$ cat src/rtl/sniffer_mem_pkg.sv
// Shared definitions for the sniffer memory path.
// Contents:
//   RAM_ADDR_WIDTH / RAM_DATA_WIDTH : default write-port widths
//   wr_arb_state_e                  : write arbiter FSM states
//   grant_onehot()                  : maps an arbiter state to its one-hot grant code
package sniffer_mem_pkg;

  localparam int RAM_ADDR_WIDTH = 29;
  localparam int RAM_DATA_WIDTH = 128;

  typedef enum logic [1:0] {
    ST_IDLE   = 2'd0,
    ST_GRANT0 = 2'd1,
    ST_GRANT1 = 2'd2
  } wr_arb_state_e;

  function automatic logic [1:0] grant_onehot(input wr_arb_state_e st);
    case (st)
      ST_GRANT0: return 2'b01;
      ST_GRANT1: return 2'b10;
      default:   return 2'b00;
    endcase
  endfunction

endpackage

$ cat src/rtl/ram_write_arbiter.sv
// Two-client write arbiter in front of a single RAM write port.
// A client owns the port for a burst; beats pass through combinationally
// (zero latency) while it is granted. Bursts are capped at MAX_BURST beats,
// ties in IDLE are broken round-robin, and ownership hands straight over to
// a waiting client with no idle cycle.
// Ports:
//   clk_ram, rst_n              : clock, asynchronous active-low reset
//   laN_wr_en                   : client N wants the port (N = 0, 1)
//   laN_wr_valid/addr/data      : client N beat, held stable until acked
//   laN_wr_ack                  : one-cycle pulse per accepted beat
//   mem_wr_valid/addr/data      : beat offered to the memory port
//   mem_wr_ready                : memory port acceptance
//   grant                       : one-hot current owner, 00 = idle
module ram_write_arbiter
  import sniffer_mem_pkg::*;
#(
  parameter int ADDR_WIDTH = RAM_ADDR_WIDTH,
  parameter int DATA_WIDTH = RAM_DATA_WIDTH,
  parameter int MAX_BURST  = 64
) (
  input  logic                  clk_ram,
  input  logic                  rst_n,
  input  logic                  la0_wr_en,
  input  logic                  la0_wr_valid,
  input  logic [ADDR_WIDTH-1:0] la0_wr_addr,
  input  logic [DATA_WIDTH-1:0] la0_wr_data,
  output logic                  la0_wr_ack,
  input  logic                  la1_wr_en,
  input  logic                  la1_wr_valid,
  input  logic [ADDR_WIDTH-1:0] la1_wr_addr,
  input  logic [DATA_WIDTH-1:0] la1_wr_data,
  output logic                  la1_wr_ack,
  output logic                  mem_wr_valid,
  output logic [ADDR_WIDTH-1:0] mem_wr_addr,
  output logic [DATA_WIDTH-1:0] mem_wr_data,
  input  logic                  mem_wr_ready,
  output logic [1:0]            grant
);

  localparam int CNT_W = (MAX_BURST > 1) ? $clog2(MAX_BURST) : 1;
  localparam logic [CNT_W-1:0] LAST_BEAT = CNT_W'(MAX_BURST - 1);

  wr_arb_state_e    state_reg, state_next;
  logic [CNT_W-1:0] beat_cnt_reg;
  logic             last_grant_reg;   // 1: client 1 was granted most recently
  logic [1:0]       grant_reg;
  logic             beat_done;
  logic             burst_end;
  logic             enter_grant;

  // Data path: the owner's beat passes straight through; idle drives zeros.
  always_comb begin
    mem_wr_valid = 1'b0;
    mem_wr_addr  = '0;
    mem_wr_data  = '0;
    case (state_reg)
      ST_GRANT0: begin
        mem_wr_valid = la0_wr_valid;
        mem_wr_addr  = la0_wr_addr;
        mem_wr_data  = la0_wr_data;
      end
      ST_GRANT1: begin
        mem_wr_valid = la1_wr_valid;
        mem_wr_addr  = la1_wr_addr;
        mem_wr_data  = la1_wr_data;
      end
      default: ;
    endcase
  end

  assign la0_wr_ack = (state_reg == ST_GRANT0) & la0_wr_valid & mem_wr_ready;
  assign la1_wr_ack = (state_reg == ST_GRANT1) & la1_wr_valid & mem_wr_ready;

  assign beat_done = la0_wr_ack | la1_wr_ack;
  assign burst_end = beat_done & (beat_cnt_reg == LAST_BEAT);

  always_comb begin
    state_next  = state_reg;
    enter_grant = 1'b0;
    case (state_reg)
      ST_IDLE: begin
        if (la0_wr_en && la1_wr_en)
          state_next = last_grant_reg ? ST_GRANT0 : ST_GRANT1;
        else if (la0_wr_en)
          state_next = ST_GRANT0;
        else if (la1_wr_en)
          state_next = ST_GRANT1;
      end
      ST_GRANT0: begin
        // A pending (valid, not yet accepted) beat keeps the grant alive.
        if (burst_end || (!la0_wr_en && (!la0_wr_valid || la0_wr_ack))) begin
          if (la1_wr_en)
            state_next = ST_GRANT1;
          else if (burst_end && la0_wr_en)
            state_next = ST_GRANT0;
          else
            state_next = ST_IDLE;
        end
      end
      ST_GRANT1: begin
        if (burst_end || (!la1_wr_en && (!la1_wr_valid || la1_wr_ack))) begin
          if (la0_wr_en)
            state_next = ST_GRANT0;
          else if (burst_end && la1_wr_en)
            state_next = ST_GRANT1;
          else
            state_next = ST_IDLE;
        end
      end
      default: state_next = ST_IDLE;
    endcase
    // Staying in the same grant state only happens as a burst-limit re-entry.
    enter_grant = (state_next != ST_IDLE) && ((state_next != state_reg) || burst_end);
  end

  always_ff @(posedge clk_ram or negedge rst_n) begin
    if (!rst_n) begin
      state_reg      <= ST_IDLE;
      beat_cnt_reg   <= '0;
      last_grant_reg <= 1'b1;
      grant_reg      <= 2'b00;
    end else begin
      state_reg <= state_next;
      // Encoded from the next state so grant lines up with state_reg.
      grant_reg <= grant_onehot(state_next);
      if (enter_grant) begin
        beat_cnt_reg   <= '0;
        last_grant_reg <= (state_next == ST_GRANT1);
      end else if (beat_done) begin
        beat_cnt_reg <= beat_cnt_reg + CNT_W'(1);
      end
    end
  end

  assign grant = grant_reg;

  a_single_ack: assert property (@(posedge clk_ram) disable iff (!rst_n)
    !(la0_wr_ack && la1_wr_ack));

  a_idle_quiet: assert property (@(posedge clk_ram) disable iff (!rst_n)
    !((state_reg == ST_IDLE) && mem_wr_valid));

  a_hold_stable: assert property (@(posedge clk_ram) disable iff (!rst_n)
    (mem_wr_valid && !mem_wr_ready) |=>
      (mem_wr_valid && $stable(mem_wr_addr) && $stable(mem_wr_data)));

endmodule
$ cat config.mk
export PLATFORM = sky130hd
export DESIGN_NAME = ram_write_arbiter
export DESIGN_NICKNAME = d
export VERILOG_FILES = /design/src/rtl/sniffer_mem_pkg.sv /design/src/rtl/ram_write_arbiter.sv
export SDC_FILE = /design/constraint.sdc
export NUM_CORES = 1
export LEC_CHECK = 0
export CAP_MARGIN = 25
export CORE_AREA = 10 10 180 182
export DETAILED_ROUTE_END_ITERATION = 8
export DIE_AREA = 0 0 190 192
export GPL_ROUTABILITY_DRIVEN = 0
export MAX_ROUTING_LAYER = met4
export PLACE_DENSITY_LB_ADDON = 0.05
export SYNTH_ARGS = -nofsm -noshare
export SYNTH_HDL_FRONTEND = slang
export SYNTH_SLANG_ARGS = --single-unit
$ cat constraint.sdc
create_clock -name clk_ram -period 3.3 [get_ports clk_ram]
set_input_delay 0.33 -clock clk_ram [delete_from_list [all_inputs] [get_ports clk_ram]]
set_output_delay 0.33 -clock clk_ram [all_outputs]
set_load 0.01 [all_outputs]
==> summary.txt, run 1 <==
Status
  – Status: finished clean

Worst setup path
  – Crit. End Element: primary output
  – Worst EP arrival: around 2.8 ns
  – WS Path Type: reg2out
  – Worst r2r path cells: 9
  – Setup crit start kind: flop
  – Req. time, crit path: ~3 ns
  – Crit path max fanout: 77

Power and ir drop
  – IR drop worst, VDD: 0.362 mV
  – Leak Pwr: between 2 and 3 nW
  – Pwr Density: between 600 and 700 nW/µm²

Clocking
  – Post CTS Setup Buffer Count: 0
  – CTS Root Cell: clkbuf_16
  – Worst-path clk slew: 0.04 ns
  – Skew-Pair Late Insertion Delay: around 0.24 ns
  – # hold bufs at CTS: 0
  – CTS tree: built
  – CTS H-tree depth: 1
  – Inserted Clock Buffers: 3
  – Post-CTS sizing: 0
  – Clock sink count: 11
  – Clock tree buffer depth: 2

Yosys
  – Post-Synth Adder-Cell Area: 1.97%
  – Synthesized cell area: about 3200 µm²
  – Library cells used by synthesis: 38
  – Compound-Gate Fraction of Synth Area: around two fifths
  – Dominant cells by area after synthesis: a22oi_1, nor2b_1, dfrtp_1
  – Synthesized Nets: 778
  – Register area share after synthesis: slightly below 9%
  – Simple-gate portion of the synthesized area: between 30% and 40%
  – Yosys reg bits: 11
  – Avg Inst Size Synth: 7.01 µm²
  – Multiplexer share of the synthesized area: less than 1%
  – Ys Warns: 0
  – Largest family of logic cells by synthesized area: compound AO/OA/AOI/OAI gates
  – Post-Syn Instances: about 450
  – XOR/XNOR Fraction of Synth Area: 1.38%
  – Synth top area share: a little under two fifths
  – Yosys top cell by area: a22oi_1

Layout
  – Max reg flops: 6
  – Nets@finish: between 1000 and 1500
  – Layout area overhead: 169%
  – Share of cells above drive strength 1: 2.58%

Route
  – Total iterations of the first detailed-routing run: 4
  – Routed wire length: ~31 mm
  – DR iter-0 viols: roughly 250
  – Remaining antenna violation count after routing: 0
  – Vias per cell: 4.00
  – Remaining DRCs: 0
  – Routed len/inst: between 20 and 25 µm
  – Via Count: around 5200

STA
  – Setup TNS: 0 ns
  – Final Skew: between 0.002 and 0.0025 ns
  – Max Fclk: 322 MHz
  – Relative slew slack: around 52%
  – Final Hold Fails: 0
  – Slew Viols, Final: 0
  – Setup violators final: 0
  – Worst setup margin: approximately 0.19 ns
  – Slew at the pin with the worst max-slew slack: around 0.7 ns
  – Final Cycle Share: between 90% and 100%
  – Worst hold slack: around 0.44 ns
  – RSZ-0062 raised after global routing: no
  – Tmin final: 3.11 ns

Die
  – Die Ht: between 150 and 200 µm
  – I/O pin count: between 400 and 500
  – DIE WIDTH: roughly 190 µm
  – Row Count: just over 60
  – Initial Utilization: about 11%
  – Die area: 36500 µm²
  – Core ar.: ~29000 µm²

Run
  – Max-Cap Viols: 0

Global route
  – Vias in the first global route: approximately 5600
  – Initial antenna violation count: 13
  – Grt ovf: 0
  – Overall Global Routing Usage: roughly 16%
  – Largest net degree at the start of global routing: roughly 110
  – First-pass GRT wire length: 41.8 mm

Hold path
  – Hold Path Class: in2async

Place
  – Place WS: roughly 0.28 ns
  – PortBufs: around 480
  – DP HPWL: 26.6 mm
-- layout make-up --
cell class                 count  area, µm²
timing repair buffer         491       4950
sequential                    11        277
antenna                       13       32.5
fill                        3049      20100
clock buffer                   4       78.8
inverter                       3       11.3
multi-input combinational    384       2700
tap                          384        480
-- worst max-delay path, cell delays in order, from the launching register on --
cell and delay [ns]:
dfrtp_1 0.48, inv_1 0.30, ha_4 0.38, buf_12 0.35
a22oi_1 0.19, nor2b_1 0.22, clkdlybuf4s50_1 0.57
-- placed cells by master, fill, tap and decap left out, types with 4 or more instances in the layout --
cell type and count:
buf_12 5, a22oi_1 157, clkdlybuf4s50_1 482, nor2_1 14, o21ai_0 6, nand2_1 8, nor2b_1 163, buf_4 4
diode_2 13, dfrtp_1 10
-- kinds of logic (layout without fill, tap and decap cells) --
logic type               Yosys count  count (layout)
AO/OA/AOI/OAI                    173             173
adder cells (fa/ha/maj)            5               5
multiplexers                       1               1
other                              0              13
flip-flops                        11              11
buffers and inverters             57             498
AND/OR/NAND/NOR                  200             200
XOR/XNOR                           5               5
-- layer usage --
layer  track usage, %  share of wire [%]  vias to the layer above
li1                 -                  -                     2570
met3             5.88                8.5                        4
met4             1.22               0.23                        0
met1             15.4                 34                     2368
met2             31.6                 57                      215
met5                -                  0                        -
-- synthesized netlist by cell type --
cell type	n
inv_1	3
clkbuf_1	47
and3b_1	1
buf_1	4
o211ai_4	1
nand2_1	8
dfrtp_1	10
and3_1	2
a21oi_1	1
nor4_4	1
nor3_1	1
buf_6	1
nor4b_4	1
o21ai_1	1
a211o_1	1
mux2i_1	1
nor2b_1	163
xnor2_1	3
buf_4	2
xor2_1	2
nor2_1	14
and2_1	1
dfstp_2	1
a31oi_1	1
nand2b_1	1
a31oi_2	1
a311oi_2	1
or3_1	1
o211ai_1	1
a22oi_2	1
nand3_1	1
a32o_1	1
o21ai_0	6
nand4_1	3
nor4b_1	1
a22oi_1	157
or4_4	1
ha_1	5
-- power by group --
part	internal [mW]	switching, mW
combinational	2.73	2.56
sequential	0.176	0.0378
clock	0.162	0.0569
-- per-stage QoR --
| step | cells | instance area, µm² | util [%] | power [mW] |
|---|---|---|---|---|
| after floorplan | 452 | 3170 | - | 2.82 |
| after global placement | 1273 | 8430 | 29.4 | 5.70 |
| after detailed placement | 1273 | 8430 | 29.4 | 5.63 |
| after CTS | 1277 | 8500 | 29.7 | 5.88 |
| after global routing | 1290 | 8540 | 29.8 | 6.12 |
| final | 1290 | 8540 | 29.8 | 5.72 |
-- final timing paths --
kind	endpoint	slack [ns]	from
setup / recovery	mem_wr_addr[3]	0.19	state_reg[0]
hold / removal	grant[0]	0.44	rst_n
setup reg to reg	beat_cnt_reg[4]	0.32	state_reg[0]
hold reg to reg	last_grant_reg	0.52	last_grant_reg
max in group asynchronous	last_grant_reg	2.49	rst_n
min in group clk_ram	last_grant_reg	0.52	last_grant_reg
(Power assumes the default switching activity.)
==> run 2, diff against run 1 <==
Settings changed: CTS_CLUSTER_DIAMETER set to 30.
==> results of run 2 <==
The final DEF is identical to that of run 1; final timing and power are the same.
==> variant 1: new RTL, config.mk and constraints of run 1 <==
Reset style: synchronous (`rst_n`), changed in one clocked block. Comments in the files are not updated.
--- a/src/rtl/ram_write_arbiter.sv
+++ b/src/rtl/ram_write_arbiter.sv
@@ -113,7 +113,7 @@
     enter_grant = (state_next != ST_IDLE) && ((state_next != state_reg) || burst_end);
   end
 
-  always_ff @(posedge clk_ram or negedge rst_n) begin
+  always_ff @(posedge clk_ram) begin
     if (!rst_n) begin
       state_reg      <= ST_IDLE;
       beat_cnt_reg   <= '0;
Formal check against the unedited RTL: differs if rst_n is asserted again (counterexample within 4 cycles, from zero or initial values and one cycle with rst_n low); with rst_n held inactive, the same outputs for 10 cycles.
==> variant 1 against run 1 <==
Design area rose by 0.19%; critical path depth did not move; largest cell class unchanged; routed wire length fell by 0.88%; clock skew fell by 0.00075 ns; critical endpoint is now mem_wr_addr[19]; setup slack improved by 0.17 ns; synthesized area rose by 0.32%; sequential cell count did not move; critical path type unchanged; highest routed layer unchanged; sequential share of layout area fell by 0.66 points; first-iteration DRC count fell by 4.4%.
Power is not compared: it rests on default switching activity, and its combinational part moved more than twofold at a synthesized area within 25%.
==> variant 1: results (changes against run 1) <==
| Metric | Value |
|---|---|
| Status | finished, final reports clean |
| Critical Path Start | state_reg[0] |
| M1 wire length | 10870 um (+1.6%) |
| Met3 Use GR | 0.04915 (-0.009612) |
| Synth area leaders | a22oi_1 (37%), nor2b_1 (32%), dfxtp_1 (6.9%), clkbuf_1 (4.5%), ha_1 (2.0%) |
| R2r startpoint | state_reg[0] |
| Post-synth top area share | 0.3706 (-0.001170) |
| Post-synth net total | 788 (+1.3%) |
| Met2 wire len | 17460 um (-2.2%) |
| Slew headroom | 0.6567 (+0.1401) |
| End point of the critical path | mem_wr_addr[19] |
| Synth Flop Type | dfxtp_1 |
| R2R depth | 8 (-1) |
| Syn Std Cell Area | 0.003181 mm^2 (+0.32%) |
| Worst-path fanout max | 95 (+23%) |
| Tightest Hold Check Type | reg2reg |
| FFs w/ async S/R, synth | 0 (-1.000) |
| Sequential cell count | 11 (unchanged) |
| Met3 wire length | 2601 um (-2.3%) |
| Signal buf overhead | 0.5805 (about the same) |
| Placed cell area | 0.008462 mm^2 (+0.43%) |
| Post-Synth XOR/XNOR Area | 0.01377 (-0.00004347) |
| Largest net degree at the start of global routing | 96 (-11%) |
| Met1 Resource Use GR | 0.1608 (+0.006798) |
| CP arrival | 2.61 ns (-0.17 ns) |
| Routed via count | 5245 (+1.7%) |
| Layout Nets | 1229 (+0.74%) |
==> variant 1: worst min-delay path: stages, from the launching register on <==
cell     delay (ns)
dfxtp_1        0.34
xnor2_1        0.08
nand2_1        0.06
nor2_1         0.03
==> variant 1: cells by family after synthesis <==
family,after synthesis
AND/OR/NAND/NOR,205
AO/OA/AOI/OAI,178
buffers and inverters,56
adder cells (fa/ha/maj),5
multiplexers,2
flip-flops,11
XOR/XNOR,5
==> variant 1: stage by stage <==
stage | total power, mW | hold WS (ns) | cells | setup slack, ns
6_report | 2.905 | 0.5561 | 1291 | 0.3630
5_1_grt | 3.119 | 0.6141 | 1291 | 0.1940
4_1_cts | 2.971 | 0.5553 | 1286 | 0.3367
3_5_place_dp | 2.738 | 0.5449 | 1282 | 0.5883
3_3_place_gp | 2.785 | 0.5458 | 1282 | 0.5830
2_1_floorplan | 1.386 | 0.4438 | 462 | 0.9990
==> variant 1: power breakdown <==
group	internal (mW)	switching, mW
logic	1.36	1.16
clock network	0.162	0.0561
registers	0.151	0.0179
total	1.67	1.23
==> variant 2: new RTL, flow settings as in run 1 <==
Without the edit above. `MAX_BURST`: 64 -> 128.
--- a/src/rtl/ram_write_arbiter.sv
+++ b/src/rtl/ram_write_arbiter.sv
@@ -16,7 +16,7 @@
 #(
   parameter int ADDR_WIDTH = RAM_ADDR_WIDTH,
   parameter int DATA_WIDTH = RAM_DATA_WIDTH,
-  parameter int MAX_BURST  = 64
+  parameter int MAX_BURST  = 128
 ) (
   input  logic                  clk_ram,
   input  logic                  rst_n,
Behaviour: no difference found for any inputs over 10 cycles, from zero or initial values and one cycle with rst_n low; that may be too few to reach the edited logic, so the function may still have changed.
==> variant 2 against run 1 <==
Routed wire length grew 0.92%; design area increased by 1.7%; largest power group unchanged; core utilization is 0.52 points higher; power is 0.27% higher; sequential share of layout area increased by 0.23 points; critical path type unchanged; synthesized area is 4.5% higher; setup slack improved by 0.12 ns; sequential cell count up 1.
==> variant 2: results (changes against run 1) <==
| Metric | Value |
|---|---|
| Status | finished, final reports clean |
| Clock insertion delay at the later pin of the skew report | 0.24 ns (about the same) |
| Post-synth net total | 789 (+1.4%) |
| Synth Flop Type | dfrtp_1 |
| GR Util All Layers | 0.1621 (+0.0003061) |
| Initial antenna violation count | 4 (-9) |
| Synth area leaders | a22oi_1 (36%), nor2b_1 (31%), dfrtp_1 (8.3%), clkbuf_1 (5.2%), ha_1 (1.9%) |
| CP arrival | 2.66 ns (-0.12 ns) |
| Detailed Routing Iterations Pass 1 | 4 (unchanged) |
| VDD IR max | 0.0006337 V (+75%) |
| Sw Share | 0.4641 (about the same) |
| Largest net degree at the start of global routing | 93 (-14%) |
| Post-CTS setup buffers | 0 (unchanged) |
| CTS resizes | 0 (unchanged) |
| Port Buffers | 482 (unchanged) |
| Routed via count | 5356 (+3.9%) |
| Tightest Hold Check Type | in2async |
| Initial DRC Count | 263 (+4.4%) |
| Yosys cell types | 46 (+21%) |
| Dpl ws | 0.4092 ns (+0.1329 ns) |
| Worst-path fanout max | 70 (-9.1%) |
| Clock buffer depth | 2 (unchanged) |
| Max reg flops | 7 (+1) |
| Static leakage | 2.799 nW (+1.1%) |
| Root Buffer | clkbuf_16 |
| Post-synth top area share | 0.3559 (-0.01587) |
| Total Wirelength | 31580 um (+0.92%) |
| First-pass GRT wire length | 42530 um (+1.7%) |
| Vias in the first global route | 5725 (+3.1%) |
| H-tree Lvls | 1 (unchanged) |
| Setup Skew | 0.0007500 ns (-0.001309 ns) |
| Synth cell count leaders | nor2b_1 (162), a22oi_1 (157), clkbuf_1 (46) |
| Total CTS buffers | 3 (unchanged) |
| Synth Warn # | 0 (unchanged) |
| Fillers | 3047 (-0.066%) |
| Post-DP HPWL | 26450 um (-0.45%) |
| Layout cells sized above 1 | 0.03429 (+0.008536) |
| Layout Nets | 1231 (+0.90%) |
| Part of the Yosys area used for sequential elements | 0.09105 (+0.003833) |
| Slew headroom | 0.6102 (+0.09353) |
## variant 2: cell count changes after synthesis, moves of 2 or more
| cell | before | now |
|---|---|---|
| a211oi_1 | 0 | 7 |
| buf_2 | 0 | 2 |
| buf_4 | 2 | 0 |
| nor2_1 | 14 | 6 |
| nor3_1 | 1 | 3 |
| o21ai_0 | 6 | 4 |
| o22ai_1 | 0 | 2 |
## variant 2: cell families after synthesis
family / Yosys count / synth area share
buffers and inverters: 57 / 0.06763
AO/OA/AOI/OAI: 183 / 0.4209
adder cells (fa/ha/maj): 5 / 0.01889
multiplexers: 2 / 0.007555
XOR/XNOR: 6 / 0.01587
AND/OR/NAND/NOR: 198 / 0.3782
flip-flops: 12 / 0.09105
## variant 2: power groups by stage
stage	Clock (mW)	Combinational [mW]	Sequential [mW]
2_1_floorplan	0	2.63	0.215
3_3_place_gp	0	5.43	0.229
3_5_place_dp	0	5.36	0.230
4_1_cts	0.248	5.39	0.228
5_1_grt	0.257	5.65	0.232
6_report	0.247	5.26	0.228
## variant 2: routing by layer
| metal | routed length (um) | GRT usage | part of all wire |
|---|---|---|---|
| met1 | 10970 | 0.1593 | 0.35 |
| met2 | 17860 | 0.3130 | 0.57 |
| met3 | 2594 | 0.05078 | 0.082 |
| met4 | 158 | 0.01893 | 0.0050 |
| met5 | 0 | - | 0 |
## variant 2: stage by stage
| stage | area [um^2] | cells | hold WS (ns) |
|---|---|---|---|
| global placement | 8584 | 1284 | 0.5532 |
| CTS | 8673 | 1288 | 0.4775 |
| detailed placement | 8584 | 1284 | 0.5299 |
| global route | 8683 | 1292 | 0.5112 |
| finish | 8686 | 1293 | 0.4659 |
| floorplan | 3312 | 463 | 0.03441 |
## variant 2: worst paths after layout
check	slack, ns	cells after the start	startpoint	to
setup / recovery	0.31	7	state_reg[0]	mem_wr_data[87]
hold / removal	0.47	1	rst_n	beat_cnt_reg[3]
setup reg to reg	0.48	9	state_reg[1]	beat_cnt_reg[3]
hold reg to reg	0.54	2	last_grant_reg	last_grant_reg
max in group asynchronous	2.45	1	rst_n	state_reg[0]
min in group clk_ram	0.54	2	last_grant_reg	last_grant_reg
## variant 2: critical path: stages, from the launching register on
cell and delay (ns):
dfrtp_1 0.46, inv_1 0.30, ha_4 0.23, buf_12 0.28
buf_4 0.25, a22oi_1 0.09, nor2b_1 0.14, clkdlybuf4s50_1 0.57
## variant 2: final cells by class
class | count | area share
tap | 384 | 0.05532
inverter | 3 | 0.001296
multi-input combinational | 394 | 0.3251
timing repair buffer | 491 | 0.5719
antenna | 5 | 0.001441
clock buffer | 4 | 0.01023
sequential | 12 | 0.03472
